$ cat config.mk
export PLATFORM = sky130hd
export DESIGN_NAME = prog_clock_divider
export DESIGN_NICKNAME = d
export VERILOG_FILES = /design/src/rtl/prog_clock_divider.sv
export SDC_FILE = /design/constraint.sdc
export NUM_CORES = 1
export LEC_CHECK = 0
export BUFFER_PORTS_ARGS = -buffer_cell sky130_fd_sc_hd__buf_2
export CORE_MARGIN = 2
export CORE_UTILIZATION = 49
export CTS_CLUSTER_SIZE = 16
export DETAILED_ROUTE_END_ITERATION = 10
export PLACE_DENSITY = 0.76
export SETUP_SLACK_MARGIN = 0.3
export SLEW_MARGIN = 20
export SYNTH_ARGS = -nofsm -noshare
export SYNTH_HDL_FRONTEND = slang
export SYNTH_SLANG_ARGS = --single-unit
$ cat constraint.sdc
create_clock -name clk -period 1.8 [get_ports clk]
set_input_delay 0.36 -clock clk [delete_from_list [all_inputs] [get_ports clk]]
set_output_delay 0.36 -clock clk [all_outputs]
set_load 0.005 [all_outputs]
$ cat src/rtl/prog_clock_divider.sv
// Programmable clock divider: periodic tick, square wave and one-shot modes.
// The divisor and mode are latched by load; the counter runs on enabled cycles.
module prog_clock_divider #(
    parameter int                     COUNT_WIDTH  = 24,
    parameter logic [COUNT_WIDTH-1:0] DEFAULT_DIV  = COUNT_WIDTH'(6000000 - 1),
    parameter logic [1:0]             DEFAULT_MODE = 2'b00
) (
    input  logic                   clk,
    input  logic                   rst,
    input  logic                   en,
    input  logic                   load,
    input  logic [COUNT_WIDTH-1:0] div_in,
    input  logic [1:0]             mode_in,
    input  logic                   start,
    output logic                   tick,
    output logic                   sq,
    output logic                   busy,
    output logic [COUNT_WIDTH-1:0] count
);

    typedef enum logic {
        ST_IDLE = 1'b0,
        ST_RUN  = 1'b1
    } state_t;

    localparam logic [1:0] MODE_ONESHOT = 2'b10;

    state_t                 r_state;
    state_t                 w_state_nxt;
    logic [COUNT_WIDTH-1:0] r_div;
    logic [1:0]             r_mode;
    logic [COUNT_WIDTH-1:0] r_count;
    logic [COUNT_WIDTH-1:0] w_count_nxt;
    logic                   r_tick;
    logic                   r_sq;
    logic                   w_tick_nxt;
    logic                   w_sq_nxt;
    logic                   w_oneshot;
    logic                   w_active;
    logic                   w_tc;

    // Mode 11 falls through to periodic behaviour because only 10 is special.
    assign w_oneshot = (r_mode == MODE_ONESHOT);
    assign w_active  = en && (!w_oneshot || (r_state == ST_RUN));
    assign w_tc      = w_active && (r_count == r_div);

    always_comb begin
        w_count_nxt = r_count;
        w_tick_nxt  = 1'b0;
        w_sq_nxt    = r_sq;
        w_state_nxt = r_state;
        if (load) begin
            // load wins over a coincident terminal count: no tick, sq holds
            w_count_nxt = '0;
            w_state_nxt = ST_IDLE;
        end else if (w_tc) begin
            w_count_nxt = '0;
            w_tick_nxt  = 1'b1;
            w_sq_nxt    = ~r_sq;
            w_state_nxt = ST_IDLE;
        end else if (w_active) begin
            w_count_nxt = r_count + COUNT_WIDTH'(1);
        end else if (w_oneshot && (r_state == ST_IDLE) && en && start) begin
            w_count_nxt = '0;
            w_state_nxt = ST_RUN;
        end
    end

    always_ff @(posedge clk or posedge rst) begin
        if (rst) begin
            r_div  <= DEFAULT_DIV;
            r_mode <= DEFAULT_MODE;
        end else if (load) begin
            r_div  <= div_in;
            r_mode <= mode_in;
        end
    end

    always_ff @(posedge clk or posedge rst) begin
        if (rst) begin
            r_state <= ST_IDLE;
            r_count <= '0;
            r_tick  <= 1'b0;
            r_sq    <= 1'b0;
        end else begin
            r_state <= w_state_nxt;
            r_count <= w_count_nxt;
            r_tick  <= w_tick_nxt;
            r_sq    <= w_sq_nxt;
        end
    end

    assign busy  = w_oneshot ? (r_state == ST_RUN) : en;
    assign tick  = r_tick;
    assign sq    = r_sq;
    assign count = r_count;

endmodule
Word level (Yosys, flattened, before mapping)
Index checks and enable logic that the tools add are counted.
{"block": "word_totals", "reg_bits": 53, "output_inout_bits": 27, "elab_cells": 35}
{"block": "op_classes", "n_addsub": 1, "eq_ne": 3, "n_mux": 11, "bitwise": 3, "reduce_logical": 11}
{"op": "$mux 24", "count": 4}
{"op": "$add 24x1->24 const B", "count": 1}
{"op": "$eq 24x24->1", "count": 1}
{"op": "$mux 1", "count": 7}
{"op": "$logic_and 1x1->1", "count": 5}
{"op": "$reduce_and 2->1", "count": 2}
{"op": "$reduce_bool 4->1", "count": 1}
{"op": "$ne 3x2->1 const B", "count": 1}
{"op": "$not 1->1", "count": 3}
{"op": "$reduce_bool 3->1", "count": 1}
{"op": "$eq 2x2->1 const B", "count": 1}
{"op": "$logic_not 1->1", "count": 1}
{"op": "$logic_or 1x1->1", "count": 1}

Longest topological paths before layout
Gate-level depths: netlist of the first run.
{"block": "depth", "ltp_word": 8, "mapped_depth": 7, "mapped_depth_nobuf": 6}

Worst setup path before layout of the first run
OpenSTA, ideal clock, no wires.
{"block": "synth_path", "path_kind": "register -> register", "start": "reg r_count[2] (netlist: count[2])", "end": "reg r_count[3] (netlist: count[3])", "setup_ns": 0.119, "t_arrival_ns": 1.539, "path_slack_ns": 0.143, "stages_incl_launch_ff": 8, "path_buffers": 2, "synth_period_minus_slack_ns": 1.657, "cell_sequence": "dfrtp_1 buf_2 xnor2_1 nand4_1 nor4_2 a311o_2 buf_6 nor2_1"}
{"block": "synth_via", "elab_chain_cells": 4, "word_cells_on_any_way": 7}
{"element": "from (decl)", "line_no": "32", "rtl": "logic [COUNT_WIDTH-1:0] r_count;"}
{"element": "from (signal assigned)", "line_no": "87", "rtl": "r_count <= w_count_nxt;"}
{"element": "$add 24x1->24 / $eq 24x24->1 (equally long branches)", "line_no": "62, 45"}
{"element": "$mux 24 / $logic_and 1x1->1 (equally long branches)", "line_no": "61, 45"}
{"element": "$mux 24", "line_no": "56", "rtl": "end else if (w_tc) begin"}
{"element": "$mux 24", "line_no": "52", "rtl": "if (load) begin"}
Parallel ways exist; a longest one is shown, timed or not.
A chain may end at the register's enable or synchronous reset.

Final worst setup path of the first run
{"block": "layout_path", "start": "reg r_div[1]", "end": "reg r_count[6] (netlist: count[6])"}
{"block": "layout_via", "elab_chain_cells": 4, "word_cells_on_any_way": 5}
{"element": "from (decl)", "line_no": "30", "rtl": "logic [COUNT_WIDTH-1:0] r_div;"}
{"element": "from (signal assigned)", "line_no": "74", "rtl": "r_div <= div_in;"}
{"element": "$eq 24x24->1 (*)", "line_no": "45", "rtl": "assign w_tc = w_active && (r_count == r_div);"}
{"element": "$logic_and 1x1->1 (*)", "line_no": "45"}
{"element": "$mux 24", "line_no": "56"}
{"element": "$mux 24", "line_no": "52"}
Every way passes the cells marked *; elsewhere a longest branch is shown, timed or not.

==> results.toml, run 1 <==
[outcome]
status = "finished, violations left"
violations = "negative setup slack"

[timing]
rsz0062_at_grt = "yes"
drv_slew = 0
post-route-period-util_pct = 102
finalSetupViolCount = 18
period_needed_ns = 1.83
worst_slew_margin_rel_pct = 77.0
max_freq_ghz = 0.546
fin_tns_setup_ns = -0.254
layout_setup_ws_ns = -0.0315
finalHoldViolations = 0
skew_ns = 0.00766
worstMarginPinSlew_ns = 0.345

[logic_synthesis]
synth_enable_flop_cells = 0
synth-simple-area-share_pct = 17.0
netlist_area_um2 = 2650
synth_cell_types = 35
seq_area_frac_synth_pct = 50.9
synth_area_leaders = "dfrtp_1, dfstp_2, mux2_2"
synth_xor_area_share_pct = 14.9
syn_avg_cell_area_um2 = 11.7
ys_ff_latch = 53
synthFlopType = "dfrtp_1"
synth_async_sr_flop_share_pct = 100
synth_fp_nets = 258
synthMuxAreaShare_pct = 11.9
synthCells = 226
synth_fa_ha_area_share_pct = 0.473
yosysTopAreaCell = "dfrtp_1"
synth_compound_area_share_pct = 2.51
synth_top_family_by_area = "simple AND/OR/NAND/NOR gates"
yosysTopAreaCellShare_pct = 35.0
yosysWarnings = 0

[finish]
most-common-layout-cells = "buf_2, dfrtp_1, mux2_2"
fin_nets = 344
layout-drive-gt1-share_pct = 52.7
finalNonFillerCells = 383
finalInstanceArea_um2 = 3480
syn2layout_area_growth_pct = 31.5
layout_commonest_cell = "buf_2"
post-route-util_pct = 67.2
num_antenna_cells = 0
fillerInstances = 409

[clock_tree]
holdBufCountCts = 0
root_buffer = "clkbuf_8"
cts_tree = "done"
cts_buffer_depth = 2
clock_latency_ns = 0.31
htreeDepth = 2
clk_pin_slew_ns = 0.09
cts_buffers = 5
cts_sinks = 53

[global_route]
grt_pass1_wl_mm = 9.54
grt_max_degree = 30
overflow = 0
antenna_found_initial = 0
grt_pass1_vias = 1990
grt_usage_pct = 20.0

[detailed_routing]
via_per_inst = 5.20
first_iter_violations = 105
wire_per_inst_um = 15.2
dr_total_vias = 1992
drt-total-wl_mm = 5.83
drtPass1Iterations = 4
antenna_left = 0
drcViolationCount = 0

[power_and_ir_drop]
p_total_uw = 2610
leakage_uw = 0.00158
vdd_ir_drop_max_mv = 0.432
cellPowerDensity_nw_per_um2 = 751

[place]
dp_hpwl_mm = 4.17
placed_area_um2 = 3220
place.gp.congestion = 0.809
portBuffers = 57
dp.cells = 372

[die]
die_h_um = 77.5
die_x_um = 77.5
placementRows = 26
io_pins = 58
start_util_pct = 51.1
core_area_um2 = 5170
die_area_um2 = 6000

[worst_setup_path]
reg2reg_to = "count[6]"
worst_ep_arrival_time_ns = 2.03
r2r_slack_ns = -0.03
worst-endpoint-required_ns = 2.00
startpoint_type = "flop"
worst_setup_path_end_kind = "flop"
rr_worst_depth = 6
path_max_fanout = 7
rr_startpoint = "r_div[1]"
crit_type = "reg2reg"

[hold_path]
hp-class = "in2async"

[flow_run]
cap_violations = 0
==> cell type report <==
cell class / count / area (um^2) / share of cell area [%]
clock buffer: 5 / 68.8 / 1.98
clock inverter: 3 / 65.1 / 1.87
inverter: 3 / 15.0 / 0.432
multi-input combinational: 162 / 1330 / 38.1
sequential: 53 / 1350 / 38.7
tap: 70 / 87.6 / 2.52
timing repair buffer: 87 / 569 / 16.4
==> worst max path at each step <==
stage                   start         to  slack, ns  cells after the start
detailed placement  count[10]  count[19]      0.008                      5
global placement     r_div[1]  count[13]       0.05                      6
global route         r_div[3]   count[8]      -0.09                      6
finish               r_div[1]   count[6]      -0.03                      6
floorplan            r_div[3]   count[3]       0.17                      6
CTS                 count[13]  count[19]       0.02                      6
==> routing by layer <==
metal | global-route usage (%) | part of all wire, % | vias to the layer above
met5 | 0 | 0 | -
met4 | 4.82 | 0.98 | 0
met3 | 4.30 | 4.5 | 8
met2 | 33.7 | 50 | 47
met1 | 26.6 | 45 | 982
li1 | - | - | 955
==> repair_timing <==
item,CTS,global route
pin swaps,4,3
endpoints found under the setup margin,28,28
buffers inserted,1,1
gates cloned,0,1
gates resized for setup,8,11
hold endpoints to repair,0,0
==> worst max-delay path, stage by stage (launching register included) <==
cell and delay (ns):
dfstp_2 0.56, xnor2_2 0.12, nand4_1 0.17, nor4_4 0.33
a311o_2 0.32, clkbuf_16 0.18, nor2_1 0.04
==> sequential cells by signal (all words and copies together), names as in the netlist <==
signal / flops
tick: 1
r_mode: 2
sq: 1
count: 24
r_div: 24
r_state: 1
==> report_power, final <==
part / total [uW] / leakage (uW) / switching [uW] / internal, uW
Clock: 944 / 0.0000681 / 392 / 552
Combinational: 328 / 0.000850 / 142 / 186
Sequential: 1340 / 0.000659 / 55.8 / 1280
==> cells by family (layout without fill, tap and decap cells) <==
group           count (synthesis)  count (layout)
simple gates                   78              78
flops                          53              53
xor+xnor                       45              45
mux                            28              28
buf+inv                        11              98
compound gates                 10              10
fa+ha+maj                       1               1
==> metrics by stage <==
step,hold WS (ns),setup WS (ns)
6_report,0.0159,-0.0315
2_1_floorplan,0.415,0.167
3_3_place_gp,0.353,0.0506
4_1_cts,0.0205,0.0244
3_5_place_dp,0.354,0.00843
5_1_grt,0.0245,-0.0935
==> Yosys cell counts, types with 2 or more instances <==
library cell and count:
clkbuf_1 4, inv_1 3, nor3_1 2, nand4_1 16, nand3_1 9, dfstp_2 16
nand2_1 7, and3_1 3, xor2_1 19, and4_4 4, o21ai_0 3, mux2_2 27
dfrtp_1 37, or3_1 2, a21oi_1 2, buf_6 2, nor2_1 27, xnor2_1 26
(Power assumes the default switching activity.)
==> inputs of run 2 (changes only) <==
- CORE_UTILIZATION: 49 -> 40
- PLACE_DENSITY: 0.76 -> unset
- SKIP_LAST_GASP: unset -> 1
==> results.toml, run 2 (synthesized netlist as in run 1, its figures left out) <==
[timing]
worstMarginPinSlew_ns = 0.347
worst_slew_margin_rel_pct = 76.8
drv_slew = 0
post-route-period-util_pct = 97.1
finalSetupViolCount = 0
finalHoldViolations = 0
rsz0062_at_grt = "yes"
period_needed_ns = 1.75
max_freq_ghz = 0.572
skew_ns = 0.00715

[outcome]
status = "complete, no violations"

[die]
placementRows = 29
io_pins = 58
core_area_um2 = 6390
start_util_pct = 41.4
die_x_um = 85.3
die_area_um2 = 7280
die_h_um = 85.3

[place]
portBuffers = 57
place.gp.congestion = 0.753
dp.cells = 380
dp_hpwl_mm = 4.33

[worst_setup_path]
path_max_fanout = 14
reg2reg_to = "count[17]"
path_buf_inv = 1
rr_startpoint = "r_div[1]"
r2r_slack_ns = 0.05
worst_ep_arrival_time_ns = 1.94
crit_type = "reg2reg"
path_cells = "xnor2_1 -> nand4_1 -> nor4_4 -> a311o_2 -> buf_12 -> nor2_1"
worst_setup_path_end_kind = "flop"
critPathSlowestCell = "dfstp_2"
startpoint_type = "flop"
rr_worst_depth = 6
crit_path_end = "count[17]"
cp_num_cells = 6
worst-endpoint-required_ns = 1.99
worstSetupStartpoint = "r_div[1]"
path_delay_family = "flip-flops"
crit_path_max_incr_delay_ns = 0.55

[power_and_ir_drop]
p_seq_share_pct = 57.6
leakage_uw = 0.00154
cellPowerDensity_nw_per_um2 = 690
vdd_ir_drop_max_mv = 0.372
sw_frac_of_total_pct = 23.8
p_switching_uw = 553
p_clk_share_pct = 28.8
combPwrFrac_pct = 13.6
internal_power_uw = 1770

[finish]
layout_commonest_cell = "buf_2"
regArea_um2 = 1350
most-common-layout-cells = "buf_2, dfrtp_1, nor2_1"
finalNonFillerCells = 388
layout-drive-gt1-share_pct = 48.9
syn2layout_area_growth_pct = 27.5
fin_nets = 343
post-route-util_pct = 52.8
fillerInstances = 586
num_antenna_cells = 0
multi_input_area_um2 = 1280

[global_route]
antenna_found_initial = 0
grt_max_degree = 21
grt_usage_pct = 16.9
overflow = 0
grt_pass1_wl_mm = 9.72
grt_pass1_vias = 1968

[clock_tree]
root_buffer = "clkbuf_8"
clock_latency_ns = 0.31
cts_buffers = 5
holdBufCountCts = 0
cts_tree = "done"
htreeDepth = 2
cts_sinks = 53
cts_buffer_depth = 2
clk_pin_slew_ns = 0.09

[detailed_routing]
wire_per_inst_um = 14.5
dr_total_vias = 1944
drcViolationCount = 0
highest_layer = "met4"
via_per_inst = 5.01
met3_wirelength_um = 233
drtPass1Iterations = 4
dr_wl_met2_mm = 2.58
first_iter_violations = 68
antenna_left = 0
drt-total-wl_mm = 5.64
wl_met1_mm = 2.77

[flow_run]
cap_violations = 0

[hold_path]
hp-class = "in2async"
-- run 2: worst min path at each step --
stage / from / slack (ns) / depth (start not counted) / endpoint
floorplan: rst / 0.42 / 1 / count[0]
global placement: rst / 0.36 / 2 / r_div[9]
detailed placement: rst / 0.36 / 2 / r_div[9]
CTS: rst / 0.02 / 2 / r_div[9]
global route: rst / 0.02 / 2 / r_div[9]
finish: rst / 0.02 / 2 / r_div[9]
-- run 2: power groups by stage --
stage / registers, uW / clock network, uW / logic, uW
floorplan: 1350 / 0 / 201
global placement: 1360 / 0 / 304
detailed placement: 1360 / 0 / 308
CTS: 1340 / 697 / 317
global route: 1350 / 760 / 349
finish: 1340 / 670 / 317
-- run 2: metrics by stage --
step / power (uW) / area, um^2 / hold slack, ns / setup TNS [ns] / setup WS [ns]
2_1_floorplan: 1550 / 2650 / 0.415 / 0 / 0.167
3_3_place_gp: 1660 / 3230 / 0.359 / 0 / 0.0249
3_5_place_dp: 1670 / 3230 / 0.356 / 0 / 0.0518
4_1_cts: 2350 / 3350 / 0.0152 / 0 / 0.0232
5_1_grt: 2460 / 3370 / 0.0189 / -1.12 / -0.0686
6_report: 2330 / 3370 / 0.0152 / 0 / 0.0517
-- run 2: per-layer routing --
layer / GRT usage, % / up-vias
met5: 0 / -
met4: 4.62 / 0
met3: 3.31 / 8
met2: 25.7 / 44
met1: 24.7 / 933
li1: - / 959
-- run 2: cell type report --
type,count,area share (%)
Sequential cell,53,40.0
Multi-Input combinational cell,162,38.0
Timing Repair Buffer,86,16.2
Tap cell,77,2.86
Clock buffer,7,2.56
Inverter,3,0.445
-- run 2: what timing repair did --
action                     4_1_cts  5_1_grt
gates cloned                     0        0
resized for setup                3        5
setup endpoints to repair       28       28
buffers inserted                 1        0
pin swaps                        2        2
==> inputs of run 3 (changes only) <==
- CORE_ASPECT_RATIO: unset -> 1.75
==> results.toml, run 3 (synthesized netlist as in run 1, its figures left out) <==
[worst_setup_path]
worst_ep_arrival_time_ns = 1.95
critPathMostFrequentCell = "and4_4"
path_cells = "and4_4 -> and4_4 -> nand3_4 -> or3_1 -> a21oi_1"
worst-endpoint-required_ns = 2.01
path_max_fanout = 6
startpoint_type = "flop"
crit_type = "reg2reg"
crit_path_max_incr_delay_ns = 0.48
worst_setup_path_end_kind = "flop"
critPathSlowestCell = "dfrtp_1"

[finish]
layout_commonest_cell = "buf_2"
syn2layout_area_growth_pct = 29.0
finalInstanceArea_um2 = 3410
fin_nets = 336
layout-drive-gt1-share_pct = 48.9
fillerInstances = 633
num_antenna_cells = 0
most-common-layout-cells = "buf_2, dfrtp_1, mux2_2, nor2_1, xnor2_1"

[detailed_routing]
dr_total_vias = 1938
wire_per_inst_um = 14.7
via_per_inst = 5.01
drtPass1Iterations = 4
drt-total-wl_mm = 5.71
first_iter_violations = 56
drcViolationCount = 0
antenna_left = 0

[place]
portBuffers = 57
pre_cts_ws_ns = 0.0163
dp_hpwl_mm = 4.22
place.gp.congestion = 0.749
placed_area_um2 = 3190

[power_and_ir_drop]
p_switching_uw = 602
cellPowerDensity_nw_per_um2 = 798
p_total_uw = 2720
p_clk_share_pct = 39.4
p_seq_share_pct = 49.4
leakage_uw = 0.00154
combPwrFrac_pct = 11.2
vdd_ir_drop_max_mv = 0.685
sw_frac_of_total_pct = 22.1
internal_power_uw = 2120

[clock_tree]
cts_buffers = 5
cts_buffer_depth = 2
cts_sinks = 53
holdBufCountCts = 0
htreeDepth = 2
root_buffer = "clkbuf_16"
clock_latency_ns = 0.29
clk_pin_slew_ns = 0.07
cts_tree = "done"

[die]
placementRows = 39
die_x_um = 65.5
die_h_um = 112
core_area_um2 = 6440
start_util_pct = 41.1
io_pins = 58
die_area_um2 = 7300

[timing]
post-route-period-util_pct = 96.6
worstMarginPinSlew_ns = 0.302
rsz0062_at_grt = "yes"
finalHoldViolations = 0
layout_setup_ws_ns = 0.0618
max_freq_ghz = 0.575
skew_ns = 0.00678
period_needed_ns = 1.74
drv_slew = 0
finalSetupViolCount = 0
worst_slew_margin_rel_pct = 79.9

[global_route]
grt_pass1_wl_mm = 9.29
antenna_found_initial = 0
overflow = 0
grt_pass1_vias = 1988
grt_max_degree = 54
grt_usage_pct = 16.7

[outcome]
status = "complete, no violations"

[hold_path]
hp-class = "in2async"

[flow_run]
cap_violations = 0
## run 3: layout make-up
cell class,instances,area [um^2],area share (%)
clock buffer,6,129,3.78
clock inverter,2,38.8,1.14
inverter,3,15.0,0.440
multi-input combinational,162,1290,37.8
sequential,53,1350,39.5
tap,82,103,3.01
timing repair buffer,79,488,14.3
## run 3: worst paths after layout
path / slack, ns / endpoint / start / cells past startpoint
max in group asynchronous: 1.37 / r_div[22] / rst / 3
max reg2reg: 0.06 / count[19] / count[4] / 5
min: 0.12 / r_div[12] / rst / 3
min in group clk: 0.29 / r_div[12] / div_in[12] / 2
min reg2reg: 0.46 / sq / sq / 1
max: 0.06 / count[19] / count[4] / 5
## run 3: power by group through the flow
stage          Clock (uW)  Sequential (uW)  Combinational (uW)
6_report             1070             1350                 305
5_1_grt              1160             1360                 336
4_1_cts              1110             1340                 302
3_5_place_dp            0             1360                 298
3_3_place_gp            0             1360                 293
2_1_floorplan           0             1350                 201
## run 3: timing repair
| item | 4_1_cts | 5_1_grt |
|---|---|---|
| endpoints found under the setup margin | 28 | 28 |
| resized for setup | 2 | 7 |
| setup buffers | 1 | 0 |
| pin swaps | 3 | 3 |
## run 3: worst max-delay path: cells and delay by family (launching register included)
family	cells	cell delay, ns
AOI/OAI and AO/OA	1	0.15
DFF	1	0.48
and+or+nand+nor	4	1.02
## run 3: per-layer routing
metal,share of wire [%],wire [um],global-route usage [%]
met1,40,2260,19.0
met2,54,3110,29.5
met3,3.1,179,3.43
met4,2.8,159,7.50
met5,0,0,0
## run 3: through the flow
step	util, %	hold WS, ns	setup TNS [ns]	cells
after floorplan	-	0.415	0	226
after global routing	53.0	0.138	-0.249	387
after CTS	52.4	0.130	0	387
final	53.0	0.121	0	387
after global placement	49.5	0.450	0	378
after detailed placement	49.5	0.453	0	378
